--- src/rtl/cf_overlay_px_if.sv ---
// AXI4-Stream video beat bundle (NPPC pixels per beat) shared by the overlay input and output.
interface cf_overlay_px_if #(
  parameter int NPPC       = 4,
  parameter int DATA_WIDTH = 24
) ();
  logic [NPPC*DATA_WIDTH-1:0] tdata;
  logic                       tvalid;
  logic                       tuser;
  logic                       tlast;
  logic                       tready;

  modport master (output tdata, output tvalid, output tuser, output tlast, input  tready);
  modport slave  (input  tdata, input  tvalid, input  tuser, input  tlast, output tready);
endinterface

--- src/rtl/cf_overlay_px.sv ---
// Box outline / centre cross overlay for the tracker video path, NPPC pixels per beat.
// Position, colour and mode are frame-synchronous; output is served from a 2-entry skid buffer.
module cf_overlay_px #(
  parameter int NPPC           = 4,
  parameter int DATA_WIDTH     = 24,
  parameter int POSITION_WIDTH = 12,
  parameter int FFT_LENGTH     = 64,
  parameter int HEIGHT         = 2160,
  parameter int CROSS_HALF     = 2
) (
  input  logic                      s_axis_video_aclk,
  input  logic                      s_axis_video_areset,
  cf_overlay_px_if.slave            VIDEO_IN,
  cf_overlay_px_if.master           VIDEO_OUT,
  input  logic [POSITION_WIDTH-1:0] xStart,
  input  logic [POSITION_WIDTH-1:0] yStart,
  input  logic [DATA_WIDTH-1:0]     color,
  input  logic [1:0]                mode
);
  localparam int W       = POSITION_WIDTH + 2;
  localparam int BW      = NPPC * DATA_WIDTH;
  localparam int EW      = BW + 2;
  localparam int NPPC_LG = $clog2(NPPC);
  localparam logic [W-1:0] L_M1   = W'(FFT_LENGTH - 1);
  localparam logic [W-1:0] L_HALF = W'(FFT_LENGTH / 2);
  localparam logic [W-1:0] CH     = W'(CROSS_HALF);
  localparam logic [POSITION_WIDTH-1:0] Y_LAST = POSITION_WIDTH'(HEIGHT - 1);

  logic clk;
  logic srst;
  assign clk  = s_axis_video_aclk;
  assign srst = s_axis_video_areset;

  logic [POSITION_WIDTH-1:0] x_word_q, x_word_d;
  logic [POSITION_WIDTH-1:0] y_pos_q, y_pos_d;
  logic [POSITION_WIDTH-1:0] xs_sh_q, ys_sh_q;
  logic [DATA_WIDTH-1:0]     color_sh_q;
  logic [1:0]                mode_sh_q;

  logic [EW-1:0] buf_q [2];
  logic          wr_ptr_q;
  logic          rd_ptr_q;
  logic [1:0]    count_q, count_d;
  logic          in_ready_q;

  logic in_fire;
  logic out_fire;
  assign in_fire  = VIDEO_IN.tvalid && in_ready_q;
  assign out_fire = (count_q != 2'd0) && VIDEO_OUT.tready;

  // A tuser beat sees a zeroed position and the live controls; later beats use the shadows.
  logic [POSITION_WIDTH-1:0] eff_x_word, eff_y, eff_xs, eff_ys;
  logic [DATA_WIDTH-1:0]     eff_color;
  logic [1:0]                eff_mode;
  assign eff_x_word = VIDEO_IN.tuser ? '0     : x_word_q;
  assign eff_y      = VIDEO_IN.tuser ? '0     : y_pos_q;
  assign eff_xs     = VIDEO_IN.tuser ? xStart : xs_sh_q;
  assign eff_ys     = VIDEO_IN.tuser ? yStart : ys_sh_q;
  assign eff_color  = VIDEO_IN.tuser ? color  : color_sh_q;
  assign eff_mode   = VIDEO_IN.tuser ? mode   : mode_sh_q;

  always_comb begin
    x_word_d = x_word_q;
    y_pos_d  = y_pos_q;
    if (in_fire) begin
      if (VIDEO_IN.tlast) begin
        x_word_d = '0;
        y_pos_d  = (eff_y == Y_LAST) ? '0 : eff_y + 1'b1;
      end else begin
        x_word_d = eff_x_word + 1'b1;
        y_pos_d  = eff_y;
      end
    end
  end

  always_comb begin
    count_d = count_q;
    case ({in_fire, out_fire})
      2'b10:   count_d = count_q + 2'd1;
      2'b01:   count_d = count_q - 2'd1;
      default: count_d = count_q;
    endcase
  end

  // Coordinates are widened by two bits and compared in rearranged form so nothing underflows.
  logic [W-1:0] x_base, y_w, xs_w, ys_w;
  assign x_base = W'(eff_x_word) << NPPC_LG;
  assign y_w    = W'(eff_y);
  assign xs_w   = W'(eff_xs);
  assign ys_w   = W'(eff_ys);

  logic y_in, y_edge, y_arm;
  assign y_in   = (y_w >= ys_w) && (y_w <= ys_w + L_M1);
  assign y_edge = (y_w == ys_w) || (y_w == ys_w + L_M1);
  assign y_arm  = (y_w + CH >= ys_w + L_HALF) && (y_w < ys_w + L_HALF + CH);

  logic [BW-1:0] px_out;

  generate
    for (genvar gi = 0; gi < NPPC; gi++) begin : g_px
      logic [W-1:0] x_w;
      logic         x_in, x_edge, x_arm, hit;
      assign x_w    = x_base + W'(gi);
      assign x_in   = (x_w >= xs_w) && (x_w <= xs_w + L_M1);
      assign x_edge = (x_w == xs_w) || (x_w == xs_w + L_M1);
      assign x_arm  = (x_w + CH >= xs_w + L_HALF) && (x_w < xs_w + L_HALF + CH);
      assign hit    = x_in && y_in &&
                      ((eff_mode[0] && (x_edge || y_edge)) || (eff_mode[1] && (x_arm || y_arm)));
      assign px_out[gi*DATA_WIDTH +: DATA_WIDTH] =
          hit ? eff_color : VIDEO_IN.tdata[gi*DATA_WIDTH +: DATA_WIDTH];
    end
  endgenerate

  always_ff @(posedge clk) begin
    if (srst) begin
      x_word_q   <= '0;
      y_pos_q    <= '0;
      xs_sh_q    <= '0;
      ys_sh_q    <= '0;
      color_sh_q <= '0;
      mode_sh_q  <= 2'd0;
      buf_q[0]   <= '0;
      buf_q[1]   <= '0;
      wr_ptr_q   <= 1'b0;
      rd_ptr_q   <= 1'b0;
      count_q    <= 2'd0;
      in_ready_q <= 1'b0;
    end else begin
      x_word_q   <= x_word_d;
      y_pos_q    <= y_pos_d;
      count_q    <= count_d;
      in_ready_q <= (count_d <= 2'd1);
      if (in_fire) begin
        buf_q[wr_ptr_q] <= {VIDEO_IN.tuser, VIDEO_IN.tlast, px_out};
        wr_ptr_q        <= ~wr_ptr_q;
        if (VIDEO_IN.tuser) begin
          xs_sh_q    <= xStart;
          ys_sh_q    <= yStart;
          color_sh_q <= color;
          mode_sh_q  <= mode;
        end
      end
      if (out_fire) begin
        rd_ptr_q <= ~rd_ptr_q;
      end
    end
  end

  assign VIDEO_IN.tready  = in_ready_q;
  assign VIDEO_OUT.tvalid = (count_q != 2'd0);
  assign {VIDEO_OUT.tuser, VIDEO_OUT.tlast, VIDEO_OUT.tdata} = buf_q[rd_ptr_q];
endmodule

--- src/flat_wrapper.sv ---
// flat-port wrapper written by rule: the top's interface ports become plain ports
module cf_overlay_px_flat 
#(
  parameter int NPPC           = 4,
  parameter int DATA_WIDTH     = 24,
  parameter int POSITION_WIDTH = 12,
  parameter int FFT_LENGTH     = 64,
  parameter int HEIGHT         = 2160,
  parameter int CROSS_HALF     = 2
)
  (s_axis_video_aclk, s_axis_video_areset, xStart, yStart, color, mode, VIDEO_IN_tdata, VIDEO_IN_tvalid, VIDEO_IN_tuser, VIDEO_IN_tlast, VIDEO_IN_tready, VIDEO_OUT_tdata, VIDEO_OUT_tvalid, VIDEO_OUT_tuser, VIDEO_OUT_tlast, VIDEO_OUT_tready);
  cf_overlay_px_if #(.NPPC(NPPC), .DATA_WIDTH(DATA_WIDTH)) VIDEO_IN_i ();
  cf_overlay_px_if #(.NPPC(NPPC), .DATA_WIDTH(DATA_WIDTH)) VIDEO_OUT_i ();
  input  logic s_axis_video_aclk;
  input  logic s_axis_video_areset;
  input  logic [POSITION_WIDTH-1:0] xStart;
  input  logic [POSITION_WIDTH-1:0] yStart;
  input  logic [DATA_WIDTH-1:0] color;
  input  logic [1:0] mode;
  input wire logic [$bits(VIDEO_IN_i.tdata)-1:0] VIDEO_IN_tdata;
  input wire logic [$bits(VIDEO_IN_i.tvalid)-1:0] VIDEO_IN_tvalid;
  input wire logic [$bits(VIDEO_IN_i.tuser)-1:0] VIDEO_IN_tuser;
  input wire logic [$bits(VIDEO_IN_i.tlast)-1:0] VIDEO_IN_tlast;
  output wire logic [$bits(VIDEO_IN_i.tready)-1:0] VIDEO_IN_tready;
  output wire logic [$bits(VIDEO_OUT_i.tdata)-1:0] VIDEO_OUT_tdata;
  output wire logic [$bits(VIDEO_OUT_i.tvalid)-1:0] VIDEO_OUT_tvalid;
  output wire logic [$bits(VIDEO_OUT_i.tuser)-1:0] VIDEO_OUT_tuser;
  output wire logic [$bits(VIDEO_OUT_i.tlast)-1:0] VIDEO_OUT_tlast;
  input wire logic [$bits(VIDEO_OUT_i.tready)-1:0] VIDEO_OUT_tready;
  assign VIDEO_IN_i.tdata = VIDEO_IN_tdata;
  assign VIDEO_IN_i.tvalid = VIDEO_IN_tvalid;
  assign VIDEO_IN_i.tuser = VIDEO_IN_tuser;
  assign VIDEO_IN_i.tlast = VIDEO_IN_tlast;
  assign VIDEO_IN_tready = VIDEO_IN_i.tready;
  assign VIDEO_OUT_tdata = VIDEO_OUT_i.tdata;
  assign VIDEO_OUT_tvalid = VIDEO_OUT_i.tvalid;
  assign VIDEO_OUT_tuser = VIDEO_OUT_i.tuser;
  assign VIDEO_OUT_tlast = VIDEO_OUT_i.tlast;
  assign VIDEO_OUT_i.tready = VIDEO_OUT_tready;
  cf_overlay_px #(.NPPC(NPPC), .DATA_WIDTH(DATA_WIDTH), .POSITION_WIDTH(POSITION_WIDTH), .FFT_LENGTH(FFT_LENGTH), .HEIGHT(HEIGHT), .CROSS_HALF(CROSS_HALF)) u_core (.s_axis_video_aclk(s_axis_video_aclk), .s_axis_video_areset(s_axis_video_areset), .VIDEO_IN(VIDEO_IN_i), .VIDEO_OUT(VIDEO_OUT_i), .xStart(xStart), .yStart(yStart), .color(color), .mode(mode));
endmodule
--- config.mk ---
export PLATFORM = sky130hd
export DESIGN_NAME = cf_overlay_px_flat
export DESIGN_NICKNAME = d
export VERILOG_FILES = /design/src/rtl/cf_overlay_px_if.sv /design/src/rtl/cf_overlay_px.sv /design/src/flat_wrapper.sv
export SDC_FILE = /design/constraint.sdc
export NUM_CORES = 1
export LEC_CHECK = 0
export CAP_MARGIN = 20
export CORE_MARGIN = 2
export CORE_UTILIZATION = 56
export CTS_CLUSTER_DIAMETER = 30
export DETAILED_ROUTE_END_ITERATION = 10
export HOLD_SLACK_MARGIN = 0.05
export PLACE_DENSITY = 0.8
export SYNTH_ARGS = -nofsm -noshare
export SYNTH_HDL_FRONTEND = slang
export SYNTH_SLANG_ARGS = --single-unit
--- constraint.sdc ---
create_clock -name s_axis_video_aclk -period 9.6 [get_ports s_axis_video_aclk]
set_input_delay 1.92 -clock s_axis_video_aclk [delete_from_list [all_inputs] [get_ports s_axis_video_aclk]]
set_output_delay 1.92 -clock s_axis_video_aclk [all_outputs]
set_load 0.1 [all_outputs]
==> reports/qor.csv <==
stage;metric;value;unit
status;outcome;finished clean;
hold_path;end of the worst hold path;u_core.color_sh_q[14];
timing;Final Hold Viols;0;
place;routability cong.;0.919;
critical_path;R2R depth;17;
clocking;hold buffer count at cts;0;
timing;final worst-path cycle share;0.756;
hold_path;hold_sp;u_core.color_sh_q[14];
place;I/O Buffers;251;
timing;Post-Route Skew;0.0432;ns
pwr;Lkg Pwr;8.47;nW
detailed_routing;drt wl/cell;21.6;µm
critical_path;maximum fanout along the worst path;83;
global_route;Total GRT Usage;0.301;
clocking;clk sink count;276;
hold_path;hold path cells;2;
place;placed insts;2203;
clocking;post-CTS sizing;0;
clocking;htree depth;2;
yosys;post-synthesis async set-or-reset flop share;0;
job;max_cap viols;0;
floorplan;Ports;252;
detailed_routing;Initial DRC Count;1341;
clocking;CTS Buf Count;54;
pwr;Peak VDD IR;0.206;mV
floorplan;Die H;179;µm
floorplan;Site Rows;64;
timing;number of setup violations in the final report;0;
detailed_routing;post-route DRC violation count;0;
critical_path;FF-to-FF setup slack;3.92;ns
critical_path;WS Path Type;input pin to flop;
yosys;Seq/Total Area, Yosys;0.436;
yosys;YS warnings;0;
floorplan;die span in x;179;µm
detailed_routing;vias;14300;
timing;RSZ-0062 raised after global routing;false;
yosys;Synth Flop Type;edfxtp_1;
critical_path;reg2reg end;u_core.buf_q[0][29];
clocking;CTS tree;yes;
critical_path;CP Data Required Time;9.97;ns
timing;Final Max Slew Viols;0;
timing;Slew HR;0.244;
clocking;CTS Root Cell;clkbuf_16;
yosys;Post-synth EDFFs;196;
yosys;Avg Inst Size Synth;10.5;µm²
clocking;postcts setup bufs;0;
yosys;Mapped Area;17200;µm²
yosys;Post-Syn Nets;1910;
critical_path;CP endpoint kind;flop;
timing;f_max;0.138;GHz
layout;Area Growth Syn to Fin;27.4;%
detailed_routing;DRT Pass-1 Iters;6;
global_route;grt ovf;0;
critical_path;worst r2r src;u_core.ys_sh_q[2];
clocking;clk buf depth;3;
pwr;PD cells;257;nW/µm²
clocking;Worst-Skew Late Latency;0.58;ns
global_route;global-route wire length before repair;75100;µm
global_route;pin count of the biggest net entering global routing;97;
floorplan;Core ar.;30400;µm²
clocking;Clock transition at path regs;0.05;ns
yosys;#FFs+latches synth;276;
place;DP HPWL;33500;µm
detailed_routing;DRT antenna net count;0;
yosys;synth unique cells;72;
critical_path;crit path launch type;input pin;
layout;final net count;2137;
floorplan;initial core utilization;0.565;
timing;setup TNS;0;ns
detailed_routing;vias per inst;6.18;
floorplan;die area;32100;µm²
yosys;Synth Instances;1637;
timing;Least-Margin Pin Slew;1.13;ns
hold_path;Worst Hold Class;flop to flop;
critical_path;crit path DAT;7.63;ns
layout;layout cell share with drive strength beyond 1;0.136;
global_route;vias in the first global route;14100;
global_route;initial antenna violation count;2;
timing;Period minus WS final;7.26;ns
layout;fin cells;2307;
detailed_routing;total wire length;49900;µm
-- area by class of cell --
cell class,count,area [µm²]
antenna,2,5.00
clock buffer,57,1370
clock inverter,44,594
fill,2123,8520
inverter,34,128
multi-input combinational,1227,9150
sequential,276,7490
tap,396,495
timing repair buffer,271,2670
-- where the power goes --
part / internal, W / leakage (nW) / switching (W)
Sequential: 0.00143 / 2.70 / 0.0000752
Combinational: 0.000590 / 4.83 / 0.00152
Clock: 0.00134 / 0.935 / 0.000665
-- layout by cell type (no fill, tap or decap), types with 17 or more instances in the layout --
cell             instances
o21ai_0                 30
a21oi_1                109
ha_1                   121
nand3_1                 31
nand4_1                 17
xnor2_1                 48
mux2_2                 122
nor3_1                  24
mux2i_1                 94
dfxtp_1                 79
nand2_1                102
inv_1                   33
a211oi_1               127
edfxtp_1               196
nor2_1                 177
buf_4                   20
xor2_1                  24
nor2b_1                 29
clkbuf_16               54
clkdlybuf4s50_1        249
-- cell usage after synthesis, drive strengths merged, types with 3 or more instances --
library cell | instances | share of area
mux2 | 122 | 0.080
clkbuf | 62 | 0.014
and4 | 4 | 0.0020
nand2b | 9 | 0.0033
a221oi | 4 | 0.0024
and2 | 9 | 0.0036
xnor2 | 48 | 0.024
or4 | 4 | 0.0017
o21a | 7 | 0.0031
edfxtp | 196 | 0.34
or3 | 7 | 0.0025
mux2i | 98 | 0.058
xor2 | 25 | 0.013
a211oi | 128 | 0.056
nand4b | 5 | 0.0025
nor3 | 24 | 0.0070
a21o | 13 | 0.0057
dfxtp | 80 | 0.093
nand3 | 32 | 0.0096
nand4 | 17 | 0.0062
nor2 | 177 | 0.039
o211ai | 3 | 0.0013
nand2 | 103 | 0.022
and3 | 11 | 0.0040
a211o | 5 | 0.0025
nor3b | 7 | 0.0031
o21bai | 4 | 0.0017
o31ai | 4 | 0.0017
ha | 121 | 0.088
a21oi | 109 | 0.032
nor2b | 29 | 0.011
inv | 34 | 0.0074
a31oi | 5 | 0.0018
buf | 38 | 0.015
a22oi | 13 | 0.0057
nand3b | 4 | 0.0017
a32oi | 3 | 0.0015
nor4 | 5 | 0.0018
a2111oi | 3 | 0.0027
or2 | 3 | 0.0011
a22o | 6 | 0.0031
o21ai | 31 | 0.0090
-- sequential cells by signal, summed over array words and instances, names as in the netlist, 2 cells and up, named ones only --
signal and flops:
u_core.buf_q 196, u_core.color_sh_q 24, u_core.x_word_q 12, u_core.xs_sh_q 12, u_core.y_pos_q 12, u_core.ys_sh_q 12
u_core.mode_sh_q 2
-- metal layers --
layer  vias to the layer above  global-route usage  part of all wire
met1                      6835               0.365              0.39
li1                       6596                   -                 -
met5                         -                   0                 0
met3                       142              0.0520             0.080
met4                         0               0.135             0.043
met2                       683               0.523              0.48
-- per-stage QoR --
step	total power, W	setup WS, ns	hold WS, ns	utilization	instance area [µm²]
after CTS	0.00563	2.39	0.467	0.719	21900
after global routing	0.00579	2.00	0.489	0.720	21900
final	0.00562	2.34	0.466	0.720	21900
after detailed placement	0.00362	1.83	0.461	0.654	19900
after global placement	0.00359	2.10	0.454	0.654	19900
after floorplan	0.00311	1.76	0.441	-	17200
-- worst max-delay path by stage --
stage / from / end / slack, ns / depth (start not counted)
finish: VIDEO_IN_tuser / u_core.buf_q[0][12] / 2.34 / 16
global route: VIDEO_IN_tuser / u_core.buf_q[1][32] / 2.00 / 16
CTS: VIDEO_IN_tuser / u_core.buf_q[0][12] / 2.39 / 16
detailed placement: VIDEO_IN_tuser / u_core.buf_q[1][16] / 1.83 / 16
global placement: VIDEO_IN_tuser / u_core.buf_q[0][44] / 2.10 / 18
floorplan: VIDEO_IN_tvalid / u_core.buf_q[0][0] / 1.76 / 6
-- logic make-up after synthesis --
group	count (synthesis)	share of synthesized area
xor+xnor	73	0.0376
other cells	1	0.000218
mux	220	0.138
fa+ha+maj	121	0.0881
buf+inv	134	0.0355
compound gates	359	0.141
simple gates	453	0.124
flops	276	0.436
-- worst max-delay path, cell delays in order --
cell	delay (ns)
buf_4	0.46
buf_4	0.87
nor2b_1	0.33
ha_1	0.33
nand3_1	0.16
nor2_1	0.09
and4_1	0.24
nand3_1	0.11
xnor2_1	0.09
ha_1	0.21
or4_1	0.51
a221o_1	0.29
o211a_1	0.21
or3_1	0.83
and2_4	0.54
a211oi_1	0.36
(Power assumes the default switching activity.)
